## config.mk

```make
export PLATFORM = sky130hd
export DESIGN_NAME = grid_row_reader
export DESIGN_NICKNAME = d
export VERILOG_FILES = /design/src/rtl/conway_pkg.sv /design/src/rtl/dff.sv /design/src/rtl/row_popcount.sv /design/src/rtl/grid_row_reader.sv
export SDC_FILE = /design/constraint.sdc
export NUM_CORES = 1
export LEC_CHECK = 0
export ABC_AREA = 1
export CAP_MARGIN = 20
export CORE_MARGIN = 2
export CORE_UTILIZATION = 30
export CTS_CLUSTER_SIZE = 10
export DETAILED_ROUTE_END_ITERATION = 10
export PLACE_DENSITY = 0.54
export REMOVE_ABC_BUFFERS = 1
export SLEW_MARGIN = 25
export SYNTH_ARGS = -nofsm -noshare
export SYNTH_HDL_FRONTEND = slang
export SYNTH_SLANG_ARGS = --single-unit
```

## constraint.sdc

```tcl
create_clock -name clk -period 4.83 [get_ports clk]
set_clock_uncertainty 0.05 [all_clocks]
set_input_delay 0.966 -clock clk [delete_from_list [all_inputs] [get_ports clk]]
set_output_delay 0.966 -clock clk [all_outputs]
set_load 0.01 [all_outputs]
```

## src/rtl/conway_pkg.sv

```systemverilog
// Shared types for the Conway board storage and its reader.
package conway_pkg;

  // Scan sequencer states for grid_row_reader
  typedef enum logic [1:0] {
    IDLE   = 2'd0,
    SEND   = 2'd1,
    FINISH = 2'd2
  } reader_state_t;

endpackage : conway_pkg

```

## src/rtl/dff.sv

```systemverilog
// Board register array: write-enabled register with async active-low reset.
module dff #(
  parameter int unsigned WIDTH = 1
) (
  input  logic             i_clk,
  input  logic             i_rst_n,
  input  logic             i_we,
  input  logic [WIDTH-1:0] i_d,
  output logic [WIDTH-1:0] o_q
);

  // Load on write enable, clear on reset
  always_ff @(posedge i_clk or negedge i_rst_n) begin
    if (!i_rst_n) begin
      o_q <= '0;
    end else if (i_we) begin
      o_q <= i_d;
    end
  end

endmodule : dff

```

## src/rtl/row_popcount.sv

```systemverilog
// Combinational live-cell count of one board row.
module row_popcount #(
  parameter int unsigned WIDTH = 8
) (
  input  logic [WIDTH-1:0]         i_row,
  output logic [$clog2(WIDTH+1)-1:0] o_count
);

  localparam int unsigned CNT_W = $clog2(WIDTH + 1);

  // Sum every cell bit into a count wide enough for an all-live row
  always_comb begin
    o_count = '0;
    for (int unsigned c = 0; c < WIDTH; c++) begin
      o_count = o_count + CNT_W'(i_row[c]);
    end
  end

endmodule : row_popcount

```

## src/rtl/grid_row_reader.sv

```systemverilog
// Snapshots the board and streams it one row per valid/ready transfer,
// reporting per-row and whole-board live-cell counts.
module grid_row_reader
  import conway_pkg::*;
#(
  parameter int unsigned WIDTH  = 8,
  parameter int unsigned HEIGHT = 8
) (
  input  logic                                clk,
  input  logic                                reset,
  input  logic                                start,
  input  logic [WIDTH*HEIGHT-1:0]             board,
  input  logic                                ready,
  output logic                                valid,
  output logic [WIDTH-1:0]                    row_data,
  output logic [$clog2(HEIGHT)-1:0]           row_idx,
  output logic [$clog2(WIDTH+1)-1:0]          row_count,
  output logic                                busy,
  output logic                                done,
  output logic [$clog2(WIDTH*HEIGHT+1)-1:0]   total_count
);

  localparam int unsigned IDX_W = $clog2(HEIGHT);
  localparam int unsigned TOT_W = $clog2(WIDTH * HEIGHT + 1);

  reader_state_t               r_state;
  logic [TOT_W-1:0]            r_acc;
  logic [WIDTH*HEIGHT-1:0]     w_snap;
  logic [WIDTH-1:0]            w_next_row;
  logic                        w_snap_we;

  // Capture only when a scan is actually accepted
  assign w_snap_we = start && (r_state == IDLE);

  dff #(
    .WIDTH (WIDTH * HEIGHT)
  ) u_snapshot (
    .i_clk   (clk),
    .i_rst_n (reset),
    .i_we    (w_snap_we),
    .i_d     (board),
    .o_q     (w_snap)
  );

  row_popcount #(
    .WIDTH (WIDTH)
  ) u_row_popcount (
    .i_row   (row_data),
    .o_count (row_count)
  );

  // Select the snapshot row following the one currently presented
  always_comb begin
    w_next_row = '0;
    for (int unsigned r = 0; r < HEIGHT; r++) begin
      if (32'(row_idx) + 32'd1 == 32'(r)) begin
        w_next_row = w_snap[r*WIDTH +: WIDTH];
      end
    end
  end

  // Scan sequencer with registered handshake, row and count outputs
  always_ff @(posedge clk or negedge reset) begin
    if (!reset) begin
      r_state     <= IDLE;
      r_acc       <= '0;
      valid       <= 1'b0;
      busy        <= 1'b0;
      done        <= 1'b0;
      row_idx     <= '0;
      row_data    <= '0;
      total_count <= '0;
    end else begin
      done <= 1'b0;
      case (r_state)
        IDLE: begin
          if (start) begin
            // Row 0 comes straight from board since the snapshot loads on this same edge
            r_state     <= SEND;
            valid       <= 1'b1;
            busy        <= 1'b1;
            row_idx     <= '0;
            row_data    <= board[WIDTH-1:0];
            r_acc       <= '0;
            total_count <= '0;
          end
        end
        SEND: begin
          if (ready) begin
            r_acc <= r_acc + TOT_W'(row_count);
            if (row_idx == IDX_W'(HEIGHT - 1)) begin
              r_state     <= FINISH;
              valid       <= 1'b0;
              done        <= 1'b1;
              total_count <= r_acc + TOT_W'(row_count);
            end else begin
              row_idx  <= row_idx + IDX_W'(1);
              row_data <= w_next_row;
            end
          end
        end
        FINISH: begin
          r_state <= IDLE;
          busy    <= 1'b0;
        end
        default: begin
          r_state <= IDLE;
          valid   <= 1'b0;
          busy    <= 1'b0;
        end
      endcase
    end
  end

endmodule : grid_row_reader

```

### Word level (Yosys, flattened, before mapping)

Cells that the tools add are included.

| word-level totals | value |
|---|---|
| bits in registers | 94 |
| bits in latches | 0 |
| bits in writable memories | 0 |
| memory bits (read-only) | 0 |
| memories kept | 0 |

| operators by class | value |
|---|---|
| $add $sub $neg | 10 |
| $mul | 0 |
| div/mod/pow operators | 0 |
| order comparisons | 0 |
| eq/ne operators | 14 |
| shift-type cells | 0 |
| multiplexer cells | 34 |
| bitwise logic cells | 2 |
| reduce and logical (&&, ||, !) cells | 10 |

Operators by type and width:

| cell | number |
|---|---|
| == test 32 x 3 -> 1 bit, second input constant | 3 |
| two-way mux 8 bit | 11 |
| == test 32 x 2 -> 1 bit, second input constant | 2 |
| == test 32 x 1 -> 1 bit, second input constant | 1 |
| logical NOT 32 bit | 1 |
| two-way mux 7 bit | 4 |
| case mux 7 bit (2 select lines) | 2 |
| adder 4 x 1 -> 4 bit | 6 |
| case mux 8 bit (2 select lines) | 1 |
| AND reduction 4 bit | 3 |
| two-way mux 3 bit | 3 |
| != test 2 bit, second input constant | 4 |
| adder 7 x 4 -> 7 bit | 1 |
| two-way mux 1 bit | 6 |
| two-way mux 2 bit | 3 |
| case mux 3 bit (2 select lines) | 1 |
| AND reduction 3 bit | 2 |
| adder 3 x 1 -> 4 bit, second input constant | 1 |
| == test 4 x 3 -> 1 bit, second input constant | 1 |
| case mux 2 bit (2 select lines) | 1 |
| adder 3 x 1 -> 3 bit, second input constant | 1 |
| == test 3 bit, second input constant | 1 |
| case mux 1 bit (3 select lines) | 1 |
| adder 1 x 1 -> 2 bit | 1 |
| 8 further kinds | 9 |

### Depth between registers and ports, before layout

Gate-level depths: netlist (run 1).

| depth | value |
|---|---|
| depth after elaboration | 13 |
| mapped depth | 17 |

### By module

A second synthesis (run 1) with hierarchy kept.

| second synthesis, totals | value |
|---|---|
| cell total of the unflattened synthesis | 658 |
| area total of the unflattened synthesis | 4988.5 um^2 |

By module, submodules not included:

| module | instances | cells each | area an instance (um^2) | seq. area each (um^2) |
|---|---|---|---|---|
| dff | 1 | 270 | 2446.1 | 1601.5 |
| grid_row_reader | 1 | 360 | 2344.7 | 750.7 |
| row_popcount | 1 | 28 | 197.7 | 0.0 |

### Worst setup path before layout (run 1)

No wires, ideal clock.

| timing path | value |
|---|---|
| path kind | register -> register |
| start point | register row_data[0] |
| end point | register total_count[5] |
| arrival time | 3809 ps |
| path slack | 887 ps |
| cell stages (with the launch flop) | 16 |
| buffers on the path | 0 |
| cells stage by stage | dfrtp_1 > ha_1 > inv_1 > fa_1 > fa_1 > fa_1 > fa_1 > xnor2_1 > ha_1 > a21o_1 > a31oi_1 > or2_2 > nand2_1 > nand3_1 > nand3_1 > o21ai_0 |

| on the way | value |
|---|---|
| cells in the longest elaborated chain, start to end | 11 |

RTL lines:

| element | line | RTL |
|---|---|---|
| start, declared | grid_row_reader.sv:15 | `output logic [WIDTH-1:0] row_data,` |
| start signal, assigned | grid_row_reader.sv:83 | `row_data <= board[WIDTH-1:0];` |
| start signal, assigned | grid_row_reader.sv:98 | `row_data <= w_next_row;` |
| adder 1 x 1 -> 2 bit | row_popcount.sv:15 | `o_count = o_count + CNT_W'(i_row[c]);` |
| adder 4 x 1 -> 4 bit (6 in series) | row_popcount.sv:15 |  |
| via row_count[2] | grid_row_reader.sv:17 | `output logic [$clog2(WIDTH+1)-1:0] row_count,` |
| adder 7 x 4 -> 7 bit | grid_row_reader.sv:95 | `total_count <= r_acc + TOT_W'(row_count);` |
| two-way mux 7 bit | grid_row_reader.sv:91 | `if (row_idx == IDX_W'(HEIGHT - 1)) begin` |
| two-way mux 7 bit | grid_row_reader.sv:89 | `if (ready) begin` |
| case mux 7 bit (2 select lines) | grid_row_reader.sv:75 | `case (r_state)` |
| end signal, assigned | grid_row_reader.sv:95 |  |
| end, declared | grid_row_reader.sv:20 | `output logic [$clog2(WIDTH*HEIGHT+1)-1:0] total_count` |

The timed path passes the listed nets, and every way through them passes these cells. The select of a mux whose other input is x is not followed.
A chain may end at the register's enable or synchronous reset.

### Worst setup path after layout (run 1)

| timing path | value |
|---|---|
| start point | register row_data[1] |
| end point | output row_count[2] |

| on the way | value |
|---|---|
| cells in the longest elaborated chain, start to end | 7 |

RTL lines:

| element | line |
|---|---|
| adder 1 x 1 -> 2 bit | row_popcount.sv:15 |
| adder 4 x 1 -> 4 bit (6 in series) | row_popcount.sv:15 |
| end, declared | grid_row_reader.sv:17 |

Every way passes these cells.

==> results_dict.tcl, run 1 <==
set metrics [dict create \
    yosysUniqueCellTypes 35 \
    finalMaxSlewViolations 0 \
    drive_above_1_share_pct 13.4 \
    firstDrtPassIters 5 \
    fin_crit_ns 4.63 \
    die_h_um 131 \
    clkSinkCount 94 \
    p_leak_uw 0.00290 \
    cts_buffers 9 \
    cts_buffer_depth 2 \
    p_sw_uw 1980 \
    status "finished, final reports clean" \
    hold_buffers 0 \
    syn_avg_cell_area_um2 9.07 \
    clk_latency_ns 0.34 \
    ys_seq_elements 94 \
    final_util_pct 39.6 \
    dp_hpwl_mm 8.87 \
    ant_nets 0 \
    post-cts-setup-buffers 0 \
    drv_cap 0 \
    path_clk_slew_ns 0.07 \
    tightest_slew_ns 0.752 \
    core_area_um2 15800 \
    cts.repair.resized 0 \
    fmaxAchievable_mhz 216 \
    yosysSeqAreaShare_pct 48.5 \
    p_comb_share_pct 56.8 \
    pwr-share-clk_pct 15.0 \
    grt_use_total_pct 14.6 \
    drt-initial-drc-count 191 \
    syn-cell-area_um2 4850 \
    yosysWarnings 0 \
    finalSetupViolCount 0 \
    grt_pass1_vias 3832 \
    cts-root-buf "clkbuf_16" \
    grt.overflow.total 0 \
    cts_max_level 3 \
    seq_power_share_pct 28.3 \
    floorplan.die_area_um2 17200 \
    post_dp_cell_area_um2 5960 \
    finalCritPeriodShare_pct 95.9 \
    worstPathMaxFanout 3 \
    nNetsFinal 706 \
    area_growth_pct 29.0 \
    rsz0062_at_grt "false" \
    synth_edf_count 0 \
    synthArstFlopShare_pct 100 \
    fin_tns_setup_ns 0 \
    synthCells 535 \
    antenna_found_initial 0 \
    crit_path_end_kind "output pin" \
    grt_pass1_wl_mm 19.8 \
    vdd_drop_max_mv 0.902 \
    start_util_pct 30.7 \
    hp-class "reg2reg" \
    dp_cells 824 \
    critPathKind "reg2out" \
    drc_errors 0 \
    p_int_uw 2760 \
    cts_tree "yes" \
    crit_required_ns 3.81 \
    gp_congestion 0.800 \
    fin_cells 838 \
    die_x_um 131 \
    rows 46 \
    synthFlopType "dfrtp_1" \
    vias_per_cell 4.55 \
    swShare_pct 41.7 \
    crit_arrival_ns 3.62 \
    wl_per_cell_um 14.4 \
    wirelength_mm 12.1 \
    port_buffers 92 \
    power_uw 4740 \
    grt_max_degree 85 \
    power_density_nw_per_um2 757 \
    ios 93 \
    hold_violations 0 \
    final_area_um2 6260 \
    crit_path_start_kind "flop" \
    slew_headroom_pct 49.9 \
    num_vias 3812 \
]
path summary, 6_finish.rpt:
path | slack [ns] | startpoint | end | cells past startpoint
max | 0.20 | row_data[1]$_DFFE_PN0P_ | row_count[2] | 8
max in group asynchronous | 3.10 | reset | u_snapshot.o_q[47]$_DFFE_PN0P_ | 2
max reg2reg | 0.73 | row_data[1]$_DFFE_PN0P_ | r_acc[5]$_DFFE_PN0P_ | 15
min | 0.44 | total_count[2]$_DFFE_PN0P_ | total_count[2]$_DFFE_PN0P_ | 2
min reg2reg | 0.44 | total_count[2]$_DFFE_PN0P_ | total_count[2]$_DFFE_PN0P_ | 2
min in group asynchronous | 0.64 | reset | u_snapshot.o_q[8]$_DFFE_PN0P_ | 1
cells in the mapped netlist (2+ instances only):
cell      count  area share, %
a21oi_1      26            2.7
nand3_1      21            2.2
a21boi_2      4           0.93
nand2_1     108            8.4
fa_1          5            2.1
nand4_1      17            2.2
inv_2         4           0.31
dfrtp_1      94             48
buf_4         2           0.31
nor2_1       33            2.6
inv_1        75            5.8
nor2_2        2           0.26
mux2_2       47             11
o21ai_0      47            4.8
buf_1         2           0.15
buf_2        11            1.1
a21oi_2       3           0.54
ha_1         14            3.6
clkbuf_1      4           0.31
stage by stage:
step | hold slack [ns] | setup slack (ns)
2_1_floorplan | 0.398 | 0.881
3_3_place_gp | 0.411 | 0.543
3_5_place_dp | 0.422 | 0.469
4_1_cts | 0.439 | 0.0906
5_1_grt | 0.462 | 0.0488
6_report | 0.436 | 0.196
critical path, cell delays in order, from the launching register on:
cell and delay [ns]:
dfrtp_1 0.40, ha_1 0.28, inv_1 0.04, fa_1 0.49
fa_1 0.43, fa_1 0.41, fa_1 0.43, xnor2_2 0.21
clkdlybuf4s50_1 0.57
power by group through the flow:
| stage | Sequential (uW) | Combinational (uW) | Clock (uW) |
|---|---|---|---|
| 2_1_floorplan | 1330 | 1720 | 0 |
| 3_3_place_gp | 1340 | 2610 | 0 |
| 3_5_place_dp | 1350 | 2680 | 0 |
| 4_1_cts | 1340 | 2690 | 733 |
| 5_1_grt | 1380 | 3010 | 766 |
| 6_report | 1340 | 2690 | 709 |
sequential cells by signal, indices dropped and copies added, names as in the netlist, 2 cells and up:
signal	count
r_acc	7
r_state	2
row_data	8
row_idx	3
total_count	7
u_snapshot.o_q	64
final cells by class:
class | instances | area (um^2)
Inverter | 81 | 307
Tap cell | 216 | 270
Antenna cell | 1 | 2.50
Sequential cell | 94 | 2350
Clock inverter | 3 | 47.5
Multi-Input combinational cell | 339 | 2100
Fill cell | 1605 | 9570
Clock buffer | 10 | 239
Timing Repair Buffer | 94 | 946
cell usage in the layout (no fill, tap or decap), types with 2 or more instances in the layout:
cell type / n
nand2_1: 107
dfrtp_1: 94
clkdlybuf4s50_1: 91
inv_1: 75
o21ai_0: 47
mux2_2: 47
nor2_1: 33
a21oi_1: 26
nand3_1: 21
nand4_1: 17
ha_1: 14
clkbuf_16: 9
fa_1: 5
inv_2: 4
a21boi_2: 4
a21oi_2: 3
nor2_2: 2
clkinv_4: 2
buf_4: 2
metal layers:
| layer | up-vias | part of all wire, % | track usage (%) |
|---|---|---|---|
| met5 | - | 0 | 0 |
| met3 | 12 | 4.7 | 3.97 |
| met4 | 0 | 1.3 | 3.20 |
| li1 | 1893 | - | - |
| met2 | 91 | 47 | 23.5 |
| met1 | 1816 | 47 | 19.7 |
kinds of logic after synthesis:
| family | Yosys count | synth area share, % |
|---|---|---|
| and+or+nand+nor | 185 | 16.2 |
| buffers and inverters | 102 | 8.56 |
| DFF | 94 | 48.5 |
| AOI/OAI and AO/OA | 87 | 10.0 |
| muxes | 47 | 10.9 |
| adders and majority gates | 19 | 5.67 |
| xor gates and xnor gates | 1 | 0.180 |
Note: power is estimated with default switching activity, not from simulation.
==> inputs of run 2 (changes only) <==
--- a/config.mk
+++ b/config.mk
@@ -16,4 +16,5 @@
 export SLEW_MARGIN = 25
 export SYNTH_ARGS = -nofsm -noshare
 export SYNTH_HDL_FRONTEND = slang
+export SYNTH_HIERARCHICAL = 1
 export SYNTH_SLANG_ARGS = --single-unit
==> results_dict.tcl, run 2 <==
set metrics [dict create \
    yosysWarnings 6 \
    slew_headroom_pct 53.2 \
    gp_congestion 0.779 \
    cp_slowest_cell "fa_1" \
    power_density_nw_per_um2 721 \
    multi_input_area_um2 2150 \
    top_register "u_snapshot/o_q" \
    ys_seq_elements 94 \
    final_util_pct 38.3 \
    hold_violations 0 \
    cts.repair.resized 0 \
    antenna_found_initial 0 \
    cp_cell_sequence "inv_1, fa_1, fa_1, fa_1, fa_1, inv_1, nand2_1, nand2_1, clkdlybuf4s50_1" \
    worstPathMaxFanout 3 \
    synth_edf_count 0 \
    dp_cells 945 \
    tightest_slew_ns 0.701 \
    critPathKind "reg2out" \
    synth_common_cells "nand2_1 (301), dfrtp_1 (94), inv_1 (72)" \
    fmaxAchievable_mhz 231 \
    syn-cell-area_um2 4990 \
    grt_use_total_pct 15.1 \
    ios 93 \
    synthArstFlopShare_pct 100 \
    die_h_um 133 \
    critPathMaxStageDelay_ns 0.57 \
    crit_required_ns 3.81 \
    num_vias 4148 \
    yosysUniqueCellTypes 28 \
    final_common_cell "nand2_1" \
    yosysSeqAreaShare_pct 47.2 \
    floorplan.die_area_um2 17700 \
    seq_power_share_pct 29.7 \
    yosysTopAreaCellShare_pct 47.2 \
    clkSinkCount 94 \
    synth_most_common_cell "nand2_1" \
    cts_buffers 9 \
    vdd_drop_max_mv 0.273 \
    synth_top_area_cell "dfrtp_1" \
    drive_above_1_share_pct 4.32 \
    nNetsFinal 822 \
    status "finished, final reports clean" \
    synthTopCellsByArea "dfrtp_1 (47%), nand2_1 (23%), inv_1 (5.4%), o21ai_0 (3.7%), ha_1 (3.3%)" \
    cpMostUsedCell "fa_1" \
    finalSetupViolCount 0 \
    post-cts-setup-buffers 0 \
    dp_hpwl_mm 8.82 \
    n_antenna_cell 0 \
    hp-class "reg2reg" \
    hold_buffers 0 \
    finalMaxSlewViolations 0 \
    grt.overflow.total 0 \
    firstDrtPassIters 4 \
    area_growth_pct 26.0 \
    synthCells 658 \
    die_x_um 133 \
    path_clk_slew_ns 0.07 \
    crit_arrival_ns 3.31 \
    crit_path_end_kind "output pin" \
    power_uw 4530 \
    swShare_pct 44.5 \
    core_area_um2 16400 \
    vias_per_cell 4.32 \
    clk_latency_ns 0.34 \
    fin_crit_ns 4.32 \
    regArea_um2 2350 \
    p_leak_uw 0.00321 \
    ant_nets 0 \
    p_int_uw 2520 \
    path_buf_inv 3 \
    fin_cells 961 \
    cts_max_level 3 \
    finalCritPeriodShare_pct 89.5 \
    largest_reg_flops 64 \
    cts_tree "yes" \
    pwr-share-clk_pct 14.8 \
    drc_errors 0 \
    fill_cells 1738 \
    p_comb_share_pct 55.5 \
    crit_path_start_kind "flop" \
    syn_avg_cell_area_um2 7.58 \
    cts-root-buf "clkbuf_16" \
    cts_buffer_depth 2 \
    rsz0062_at_grt "false" \
    fin_tns_setup_ns 0 \
    cpLargestDelayFamily "adder cells" \
    drv_cap 0 \
    synthFlopType "dfrtp_1" \
    grt_max_degree 73 \
    p_sw_uw 2010 \
    grt_pass1_wl_mm 20.9 \
    mostFrequentLayoutCells "nand2_1 (301), dfrtp_1 (94), clkdlybuf4s50_1 (91)" \
    port_buffers 92 \
    wirelength_mm 12.5 \
    largestRegisters "u_snapshot/o_q x64, row_data x8" \
    drt-initial-drc-count 233 \
    wl_per_cell_um 13.0 \
    grt_pass1_vias 4176 \
    start_util_pct 30.4 \
    rows 47 \
]
==> run 2: cell types whose count changed after synthesis, moves of 3 or more <==
cell / before / now
nor2_1: 33 / 19
or2_0: 1 / 8
a21boi_2: 4 / 0
inv_1: 75 / 72
nand2_1: 108 / 301
o21ai_0: 47 / 37
nand3_1: 21 / 26
mux2_2: 47 / 0
a21oi_1: 26 / 13
a21boi_1: 1 / 7
clkbuf_8: 0 / 6
==> run 2: power by group through the flow <==
| stage | logic [uW] | clock network, uW | registers, uW |
|---|---|---|---|
| floorplan | 1610 | 0 | 1340 |
| global route | 2930 | 724 | 1390 |
| finish | 2520 | 669 | 1340 |
| CTS | 2560 | 691 | 1350 |
| detailed placement | 2550 | 0 | 1360 |
| global placement | 2530 | 0 | 1360 |
==> run 2: cells by family (layout without fill, tap and decap cells) <==
group                    count (synthesis)  count (layout)  synth area share [%]
AND/OR/NAND/NOR                        377             377                  30.8
buffers and inverters                  105             188                  9.81
flip-flops                              94              94                  47.2
AO/OA/AOI/OAI                           64              64                  7.00
adder cells (fa/ha/maj)                 18              18                  5.27
==> run 2: worst paths after layout <==
path                                                 from                        endpoint  slack, ns  cells past startpoint
max in group asynchronous                           reset         row_data[5]$_DFFE_PN0P_       3.34                      2
hold / removal             u_snapshot/o_q[44]$_DFFE_PN0P_  u_snapshot/o_q[44]$_DFFE_PN0P_       0.42                      2
min in group asynchronous                           reset      total_count[4]$_DFFE_PN0P_       0.56                      1
hold reg to reg            u_snapshot/o_q[44]$_DFFE_PN0P_  u_snapshot/o_q[44]$_DFFE_PN0P_       0.42                      2
setup reg to reg                  row_data[2]$_DFFE_PN0P_      total_count[6]$_DFFE_PN0P_       1.02                     16
setup / recovery                  row_data[2]$_DFFE_PN0P_                    row_count[2]       0.51                      9
==> run 2: cell type report <==
class                           count  share of cell area (%)
Multi-Input combinational cell    459                    34.2
Clock buffer                       11                    3.86
Clock inverter                      5                   0.557
Inverter                           78                    4.70
Sequential cell                    94                    37.4
Timing Repair Buffer               94                    14.9
Tap cell                          220                    4.38
==> run 2: tightest hold or removal path, delay by kind of cell, from the launching register on <==
kind,cells,cell delay (ns)
AND/OR/NAND/NOR,2,0.10
flip-flops,1,0.34
==> run 2: per-stage QoR <==
stage	hold slack [ns]	worst slack, ns	area [um^2]
2_1_floorplan	0.384	1.13	4790
3_3_place_gp	0.401	0.867	6000
3_5_place_dp	0.405	0.855	6000
5_1_grt	0.436	0.394	6280
6_report	0.417	0.506	6280
4_1_cts	0.422	0.478	6280
==> run 2: layer usage <==
layer | track usage [%] | wire (um) | vias to the layer above
met5 | 0 | 0 | -
met2 | 23.6 | 5500 | 82
met1 | 21.1 | 6350 | 1876
met3 | 3.07 | 437 | 10
met4 | 4.36 | 175 | 0
li1 | - | - | 2180
